<file path="src/rtl/mult_share_arbiter_if.sv">
// mult_share_arbiter_if: port bundle between the arbiter and the shared Booth multiplier
interface mult_share_arbiter_if #(parameter int L_word = 4);
  logic                  mult_Start;
  logic                  mult_Ready;
  logic [L_word-1:0]     mult_A;
  logic [L_word-1:0]     mult_x;
  logic [2*L_word-1:0]   mult_product;
  modport master(output mult_Start, mult_A, mult_x, input mult_Ready, mult_product);
  modport slave(input mult_Start, mult_A, mult_x, output mult_Ready, mult_product);
endinterface

</file>
<file path="src/rtl/mult_share_arbiter.sv">
// mult_share_arbiter: round-robin sharing of one multiplier among N_REQ requesters
module mult_share_arbiter #(
  parameter int L_word  = 4,
  parameter int N_REQ   = 4,
  parameter int TIMEOUT = 4*L_word+8
) (
  input  logic                      clk,
  input  logic                      reset,
  input  logic [N_REQ-1:0]          req,
  input  logic [N_REQ*L_word-1:0]   A_in,
  input  logic [N_REQ*L_word-1:0]   x_in,
  output logic [N_REQ-1:0]          ack,
  output logic [N_REQ-1:0]          done,
  output logic [2*L_word-1:0]       result,
  output logic                      err,
  output logic                      busy,
  mult_share_arbiter_if.master      m
);
  localparam int PW = $clog2(N_REQ);
  localparam int CW = $clog2(TIMEOUT+1);
  localparam logic [2:0] IDLE = 3'd0, ISSUE = 3'd1, WAIT_DROP = 3'd2, WAIT_DONE = 3'd3, DELIVER = 3'd4;
  logic [2:0]        state;
  logic [PW-1:0]     rr_ptr, g, pick, cand;
  logic [CW-1:0]     cnt;
  logic              hit, err_r, tmo;
  logic [L_word-1:0] a_r, x_r;
  always_comb begin
    hit  = 1'b0;
    pick = '0;
    cand = '0;
    for (int i = 0; i < N_REQ; i++) begin
      cand = PW'((int'(rr_ptr) + i) % N_REQ);
      if (!hit && req[cand]) begin
        hit  = 1'b1;
        pick = cand;
      end
    end
  end
  assign tmo          = cnt == CW'(TIMEOUT-1);
  assign ack          = (state == ISSUE)   ? N_REQ'(1) << g : '0;
  assign done         = (state == DELIVER) ? N_REQ'(1) << g : '0;
  assign err          = (state == DELIVER) && err_r;
  assign busy         = state != IDLE;
  assign m.mult_Start = state == ISSUE;
  assign m.mult_A     = a_r;
  assign m.mult_x     = x_r;
  always_ff @(posedge clk) begin
    if (reset) begin
      state  <= IDLE;
      rr_ptr <= '0;
      g      <= '0;
      cnt    <= '0;
      result <= '0;
      a_r    <= '0;
      x_r    <= '0;
      err_r  <= 1'b0;
    end else begin
      case (state)
        IDLE: if (hit && m.mult_Ready) begin
          g      <= pick;
          rr_ptr <= pick == PW'(N_REQ-1) ? '0 : pick + 1'b1;
          a_r    <= A_in[pick*L_word +: L_word];
          x_r    <= x_in[pick*L_word +: L_word];
          err_r  <= 1'b0;
          state  <= ISSUE;
        end
        ISSUE: begin
          cnt   <= '0;
          state <= WAIT_DROP;
        end
        WAIT_DROP: if (!m.mult_Ready) begin
          cnt   <= '0;
          state <= WAIT_DONE;
        end else if (tmo) begin
          result <= '0;
          err_r  <= 1'b1;
          state  <= DELIVER;
        end else cnt <= cnt + 1'b1;
        WAIT_DONE: if (m.mult_Ready) begin
          result <= m.mult_product;
          state  <= DELIVER;
        end else if (tmo) begin
          result <= '0;
          err_r  <= 1'b1;
          state  <= DELIVER;
        end else cnt <= cnt + 1'b1;
        default: state <= IDLE;
      endcase
    end
  end
endmodule

</file>
<file path="src/flat_wrapper.sv">
// flat-port wrapper written by rule: the top's interface ports become plain ports
module mult_share_arbiter_flat 
#(
  parameter int L_word  = 4,
  parameter int N_REQ   = 4,
  parameter int TIMEOUT = 4*L_word+8
)
  (clk, reset, req, A_in, x_in, ack, done, result, err, busy, m_mult_Start, m_mult_A, m_mult_x, m_mult_Ready, m_mult_product);
  mult_share_arbiter_if #(.L_word(L_word)) m_i ();
  input  logic clk;
  input  logic reset;
  input  logic [N_REQ-1:0] req;
  input  logic [N_REQ*L_word-1:0] A_in;
  input  logic [N_REQ*L_word-1:0] x_in;
  output logic [N_REQ-1:0] ack;
  output logic [N_REQ-1:0] done;
  output logic [2*L_word-1:0] result;
  output logic err;
  output logic busy;
  output wire logic [$bits(m_i.mult_Start)-1:0] m_mult_Start;
  output wire logic [$bits(m_i.mult_A)-1:0] m_mult_A;
  output wire logic [$bits(m_i.mult_x)-1:0] m_mult_x;
  input wire logic [$bits(m_i.mult_Ready)-1:0] m_mult_Ready;
  input wire logic [$bits(m_i.mult_product)-1:0] m_mult_product;
  assign m_mult_Start = m_i.mult_Start;
  assign m_mult_A = m_i.mult_A;
  assign m_mult_x = m_i.mult_x;
  assign m_i.mult_Ready = m_mult_Ready;
  assign m_i.mult_product = m_mult_product;
  mult_share_arbiter #(.L_word(L_word), .N_REQ(N_REQ), .TIMEOUT(TIMEOUT)) u_core (.clk(clk), .reset(reset), .req(req), .A_in(A_in), .x_in(x_in), .ack(ack), .done(done), .result(result), .err(err), .busy(busy), .m(m_i));
endmodule
</file>
<file path="config.mk">
export PLATFORM = sky130hd
export DESIGN_NAME = mult_share_arbiter_flat
export DESIGN_NICKNAME = d
export VERILOG_FILES = /design/src/rtl/mult_share_arbiter_if.sv /design/src/rtl/mult_share_arbiter.sv /design/src/flat_wrapper.sv
export SDC_FILE = /design/constraint.sdc
export NUM_CORES = 1
export LEC_CHECK = 0
export BUFFER_PORTS_ARGS = -buffer_cell sky130_fd_sc_hd__buf_2
export CAP_MARGIN = 20
export CORE_UTILIZATION = 45
export CTS_BUF_LIST = sky130_fd_sc_hd__clkbuf_2
export DETAILED_ROUTE_END_ITERATION = 8
export MAX_ROUTING_LAYER = met4
export PLACE_DENSITY = 0.76
export SETUP_SLACK_MARGIN = 0.15
export SYNTH_ARGS = -nofsm -noshare
export SYNTH_HDL_FRONTEND = slang
export SYNTH_SLANG_ARGS = --single-unit
</file>
<file path="constraint.sdc">
create_clock -name clk -period 2.4 [get_ports clk]
set_input_delay 0.36 -clock clk [delete_from_list [all_inputs] [get_ports clk]]
set_output_delay 0.36 -clock clk [all_outputs]
set_load 0.01 [all_outputs]
</file>
* Word-level counts from Yosys, hierarchy flattened
Index checks and enable logic that the tools add are counted.
Word-level totals: bits in registers 29, bits of input ports 47, output and inout bits 27, word-level logic and storage cells 83
Cells by class: add/sub/neg operators 5, order comparisons 4, equal/unequal tests 9, shift-type cells 3, mux-type cells 37, reduce and logical (&&, ||, !) cells 17
Operator list (number):
- 16-bit by 5-bit indexed part select with 4-bit output | 2
- 8-bit 2-to-1 mux | 3
- 8-bit case mux with 2 select lines | 1
- 5-bit 2-to-1 mux | 3
- 5-bit case mux with 3 select lines | 1
- 2-bit by 3-bit less-than comparator with 1-bit output, second input constant | 4
- 1-bit 2-to-1 mux | 12
- 3-bit 2-to-1 mux | 4
- 3-bit case mux with 4 select lines | 1
- 2-bit 2-to-1 mux | 5
- 3-bit nonzero test | 3
- 1-bit binary-select mux with 2-bit select | 4
- 4-bit 2-to-1 mux | 2
- 3-bit by 2-bit == test with 1-bit output, second input constant | 2
- 2-bit AND reduction | 3
- 5-bit by 1-bit adder with 5-bit output, second input constant | 1
- 5-bit == test, second input constant | 1
- 1-bit logical AND | 5
- 2-bit by 1-bit adder with 2-bit output, second input constant | 2
- 2-bit adder, second input constant | 2
- 2-bit inequality test, second input constant | 2
- 4-bit AND reduction | 1
- 1-bit by 2-bit << shifter with 4-bit output, first input constant | 1
- 3-bit by 1-bit == test with 1-bit output, second input constant | 1
- other kinds (7) | 9

* Depth between registers and ports, before layout
depth in word-level cells 15, gate-level depth with buffers 7, gate-level depth less buffers 6

* Least setup slack after synthesis
OpenSTA, ideal clock, no wires.
kind reg2reg, start point reg u_core.state[1], end point reg u_core.a_r[0], in the netlist u_core.m.mult_A[0], setup time 0.082 ns, data arrival time 1.709 ns, path slack 0.609 ns, cell stages (with the launch flop) 7, period minus slack after synthesis 1.791 ns, cells stage by stage dfxtp_1 buf_6 or3_4 or2_4 or3_1 buf_6 o221ai_1
On the way: cells in the longest elaborated chain, start to end 2
Ends and longest elaborated chain:
- start, declared | RTL line mult_share_arbiter.sv:22 | logic [2:0] state;
- start signal, assigned | RTL line mult_share_arbiter.sv:49 | state <= IDLE;
- start signal, assigned | RTL line mult_share_arbiter.sv:65 | state <= ISSUE;
- start signal, assigned | RTL line mult_share_arbiter.sv:69 | state <= WAIT_DROP;
- 3-bit zero test | RTL line mult_share_arbiter.sv:58 | case (state)
- 2-bit AND reduction (no line)
- end signal, assigned | RTL line mult_share_arbiter.sv:62 | a_r <= A_in[pick*L_word +: L_word];
- end, declared | RTL line mult_share_arbiter.sv:26 | logic [L_word-1:0] a_r, x_r;
Every way passes these cells. A chain may end at the register's enable or synchronous reset.

* Worst setup path in the final report
start point reg u_core.state[0], end point reg u_core.x_r[2], in the netlist u_core.m.mult_x[2]
On the way: cells in the longest elaborated chain, start to end 2
Ends and longest elaborated chain:
- 3-bit zero test | RTL line mult_share_arbiter.sv:58
- 2-bit AND reduction (no line)
- end signal, assigned | RTL line mult_share_arbiter.sv:63 | x_r <= x_in[pick*L_word +: L_word];
- end, declared | RTL line mult_share_arbiter.sv:26
Every way passes these cells.

==> key figures <==
Clock network
  – Clock sinks: 29
  – Hold buffers post-CTS: 0
  – Post_cts resized: 0
  – CTS tree: yes
  – Root buffer cell: clkbuf_2
  – Inserted Clock Buffers: 5
  – Clock tree buffer depth: 2
  – CTS HTree Levels: 2
  – Postcts setup bufs: 0
  – CTS clock-pin slew for the worst setup and hold paths: 0.15 ns
  – Clock latency on the worst-skew pair: 0.36 ns

Power
  – Internal power: 841 uW
  – Net Sw Frac: 29.9%
  – Pwr Density: 602 mW/mm^2
  – VDD IR max: 0.000315 V
  – Part of the power in the clock network: 28.6%
  – LEAKAGE: 0.946 nW
  – Psw: 359 uW
  – Combinational Power Share: 25.4%
  – Register share of total power: 46.1%

Placed design
  – HPWL Detailed: 2780 um
  – Placer Congestion: 0.838
  – DP Worst Slack: 0.395 ns
  – Post-DP Area: 0.00193 sq mm
  – I/O Buffers: 73

Timing
  – Worst hold slack: 0.230 ns
  – Period utilization: 84.4%
  – Clock skew: 0.0135 ns
  – Final Critical Period: 2.02 ns
  – Final setup fails: 0
  – Post-route setup slack: 0.376 ns
  – Pins over their slew limit: 0
  – RSZ-0062 raised after global routing: false
  – Setup TNS: 0 ns
  – Worst-margin pin slew: 0.521 ns
  – Max Clk Rate: 0.494 GHz
  – Final Hold Fails: 0
  – Slew HR: 64.8%

Worst setup path
  – CP max FO: 14
  – Reg-to-Reg End: u_core.m.mult_x[2]
  – CP arrival: 2.31 ns
  – Worst EP required: 2.69 ns
  – CP endpoint kind: register
  – Reg2Reg Setup Slack: 0.38 ns
  – Worst setup startpoint: u_core.state[0]
  – R2R Path Start: u_core.state[0]
  – Crit Path Class: reg2reg
  – Crit path to: u_core.m.mult_x[2]
  – Reg2reg path depth: 4
  – Category of the worst setup path launch point: register

Finish
  – Final core occ: 59.7%
  – Synth-to-layout area growth: 27.3%
  – Fillcell total: 340
  – Post-layout net count: 300
  – Fin area: 0.00199 sq mm
  – Layout cells sized above 1: 33.6%
  – ANT cells: 0

Synthesis
  – Post-Syn Instances: 184
  – Post-Syn Nets: 232
  – Synth unique cells: 41
  – Yosys Warn Count: 0
  – Synth Cell Area: 0.00157 sq mm
  – Yosys reg bits: 29
  – Avg Cell Area, Syn: 8.51 sq um
  – Sequential area share after synthesis: 37.1%

Run
  – MaxCap Viol Count: 0

Floorplanning
  – Row count: 21
  – Core area: 0.00334 sq mm
  – Die height: 61.0 um
  – Initial Util: 46.9%
  – Ports: 74
  – Die width: 61.0 um
  – Area of the die: 0.00372 sq mm

Route
  – Metal2 WL: 1880 um
  – Post-DR vias/cell: 5.33
  – First-pass DRT Iterations: 4
  – Post-route ant nets: 0
  – DR DRC count: 0
  – DR iter-0 viols: 48
  – Routed len/inst: 12.6 um
  – Vias: 1,593
  – Met3 WL: 196 um
  – Wl on met1: 1680 um
  – WL final: 3770 um
  – Max Used Layer: met4

GRT
  – Congestion Overflow GR: 0
  – Global Route Usage Sum: 20.6%
  – First-pass GRT wire length: 5420 um
  – Vias in the first global route: 1,275
  – Initial antenna violation count: 0
  – Largest net degree at the start of global routing: 28

Worst hold path
  – Min-Delay Path Class: in2reg

Run status
  – Status: finished, final reports clean
[metrics by stage]
| stage | cells | total power [mW] |
|---|---|---|
| after floorplan | 184 | 0.769 |
| after global placement | 291 | 0.861 |
| after detailed placement | 291 | 0.868 |
| after CTS | 299 | 1.21 |
| after global routing | 299 | 1.27 |
| final | 299 | 1.20 |
[cell type report]
type                            instances  area, sq um  share of cell area [%]
Clock inverter                          2         33.8                    1.70
Inverter                                3         11.3                   0.565
Clock buffer                            6         30.0                    1.51
Sequential cell                        29          581                    29.1
Tap cell                               46         57.6                    2.89
Timing Repair Buffer                   74          373                    18.7
Multi-Input combinational cell        139          906                    45.5
[cells by family after synthesis]
logic type      Yosys count  synth area share (%)
simple gates             76                  25.9
compound gates           43                  19.3
flops                    29                  37.1
buf+inv                  16                  5.04
mux                      16                  10.2
xor+xnor                  3                  1.68
fa+ha+maj                 1                 0.799
[Yosys cell counts (all sizes together)]
cell type	n	share of area, %
xnor2	2	1.1
and3b	1	0.56
a21oi	12	3.8
a22oi	8	3.8
o32a	1	0.64
o41ai	1	0.56
nor3	6	1.9
a211oi	2	0.96
a21boi	1	0.48
nand3	1	0.32
nand2b	5	2.0
inv	3	0.72
a31oi	1	0.40
o221ai	8	4.5
ha	1	0.80
nand4	2	0.80
buf	5	2.4
a211o	2	1.1
o32ai	1	0.56
clkbuf	8	1.9
o211ai	2	0.96
nor2	25	6.0
nand2	11	2.6
mux2i	16	10
and2	3	1.2
nor3b	1	0.48
and3	1	0.40
or3	3	1.5
and4b	1	0.64
o21ai	3	0.96
or2	3	1.4
o21bai	1	0.48
nor4	1	0.40
nand4b	1	0.56
dfxtp	29	37
nand3b	9	4.3
nor2b	2	0.80
xor2	1	0.56
[registers in the layout, indices dropped and copies added, names as in the netlist]
name,cells
u_core.result,8
u_core.cnt,5
u_core.m.mult_A,4
u_core.m.mult_x,4
u_core.state,3
u_core.g,2
u_core.rr_ptr,2
u_core.err_r,1
[worst max-delay path, stage by stage (launching register included)]
cell and delay, ns:
dfxtp_1 0.46, or3_4 0.44, or2_4 0.32, or3_1 0.50
o221ai_1 0.24
[power groups by stage]
stage	combinational, mW	clock [mW]	sequential, mW
finish	0.304	0.343	0.552
global route	0.335	0.372	0.559
CTS	0.307	0.349	0.552
detailed placement	0.306	0	0.562
global placement	0.299	0	0.561
floorplan	0.209	0	0.560
[metal layers]
| metal | GRT usage (%) | vias to the layer above |
|---|---|---|
| li1 | - | 813 |
| met1 | 25.0 | 726 |
| met2 | 33.0 | 51 |
| met3 | 4.69 | 3 |
| met4 | 8.12 | 0 |
| met5 | - | - |
[layout by cell type, fill, tap and decap left out, types with 2 or more instances in the layout]
cell type,synthesis,final
buf_2,3,73
dfxtp_1,29,29
nor2_1,25,25
mux2i_1,16,16
a21oi_1,12,12
nand2_1,11,11
nand3b_1,9,9
o221ai_1,8,8
a22oi_1,8,8
nor3_1,6,6
clkbuf_2,0,6
nand2b_1,5,5
inv_1,3,3
o21ai_0,3,3
and2_1,3,3
nor2b_1,2,2
or2_2,2,2
o211ai_1,2,2
or3_1,2,2
a211o_1,2,2
a211oi_1,2,2
nand4_1,2,2
xnor2_1,2,2
[how the worst min path moves through the flow]
stage / startpoint / to / slack (ns) / cells past startpoint
after global placement: u_core.m.mult_A[0] / u_core.m.mult_A[0] / 0.48 / 2
final: m_mult_product[7] / u_core.result[7] / 0.23 / 3
after CTS: m_mult_product[5] / u_core.result[5] / 0.22 / 3
after global routing: m_mult_product[2] / u_core.result[2] / 0.22 / 3
after detailed placement: u_core.m.mult_A[0] / u_core.m.mult_A[0] / 0.49 / 2
after floorplan: u_core.cnt[3] / u_core.cnt[3] / 0.47 / 2
No activity file was read; power rests on OpenSTA's default activity.
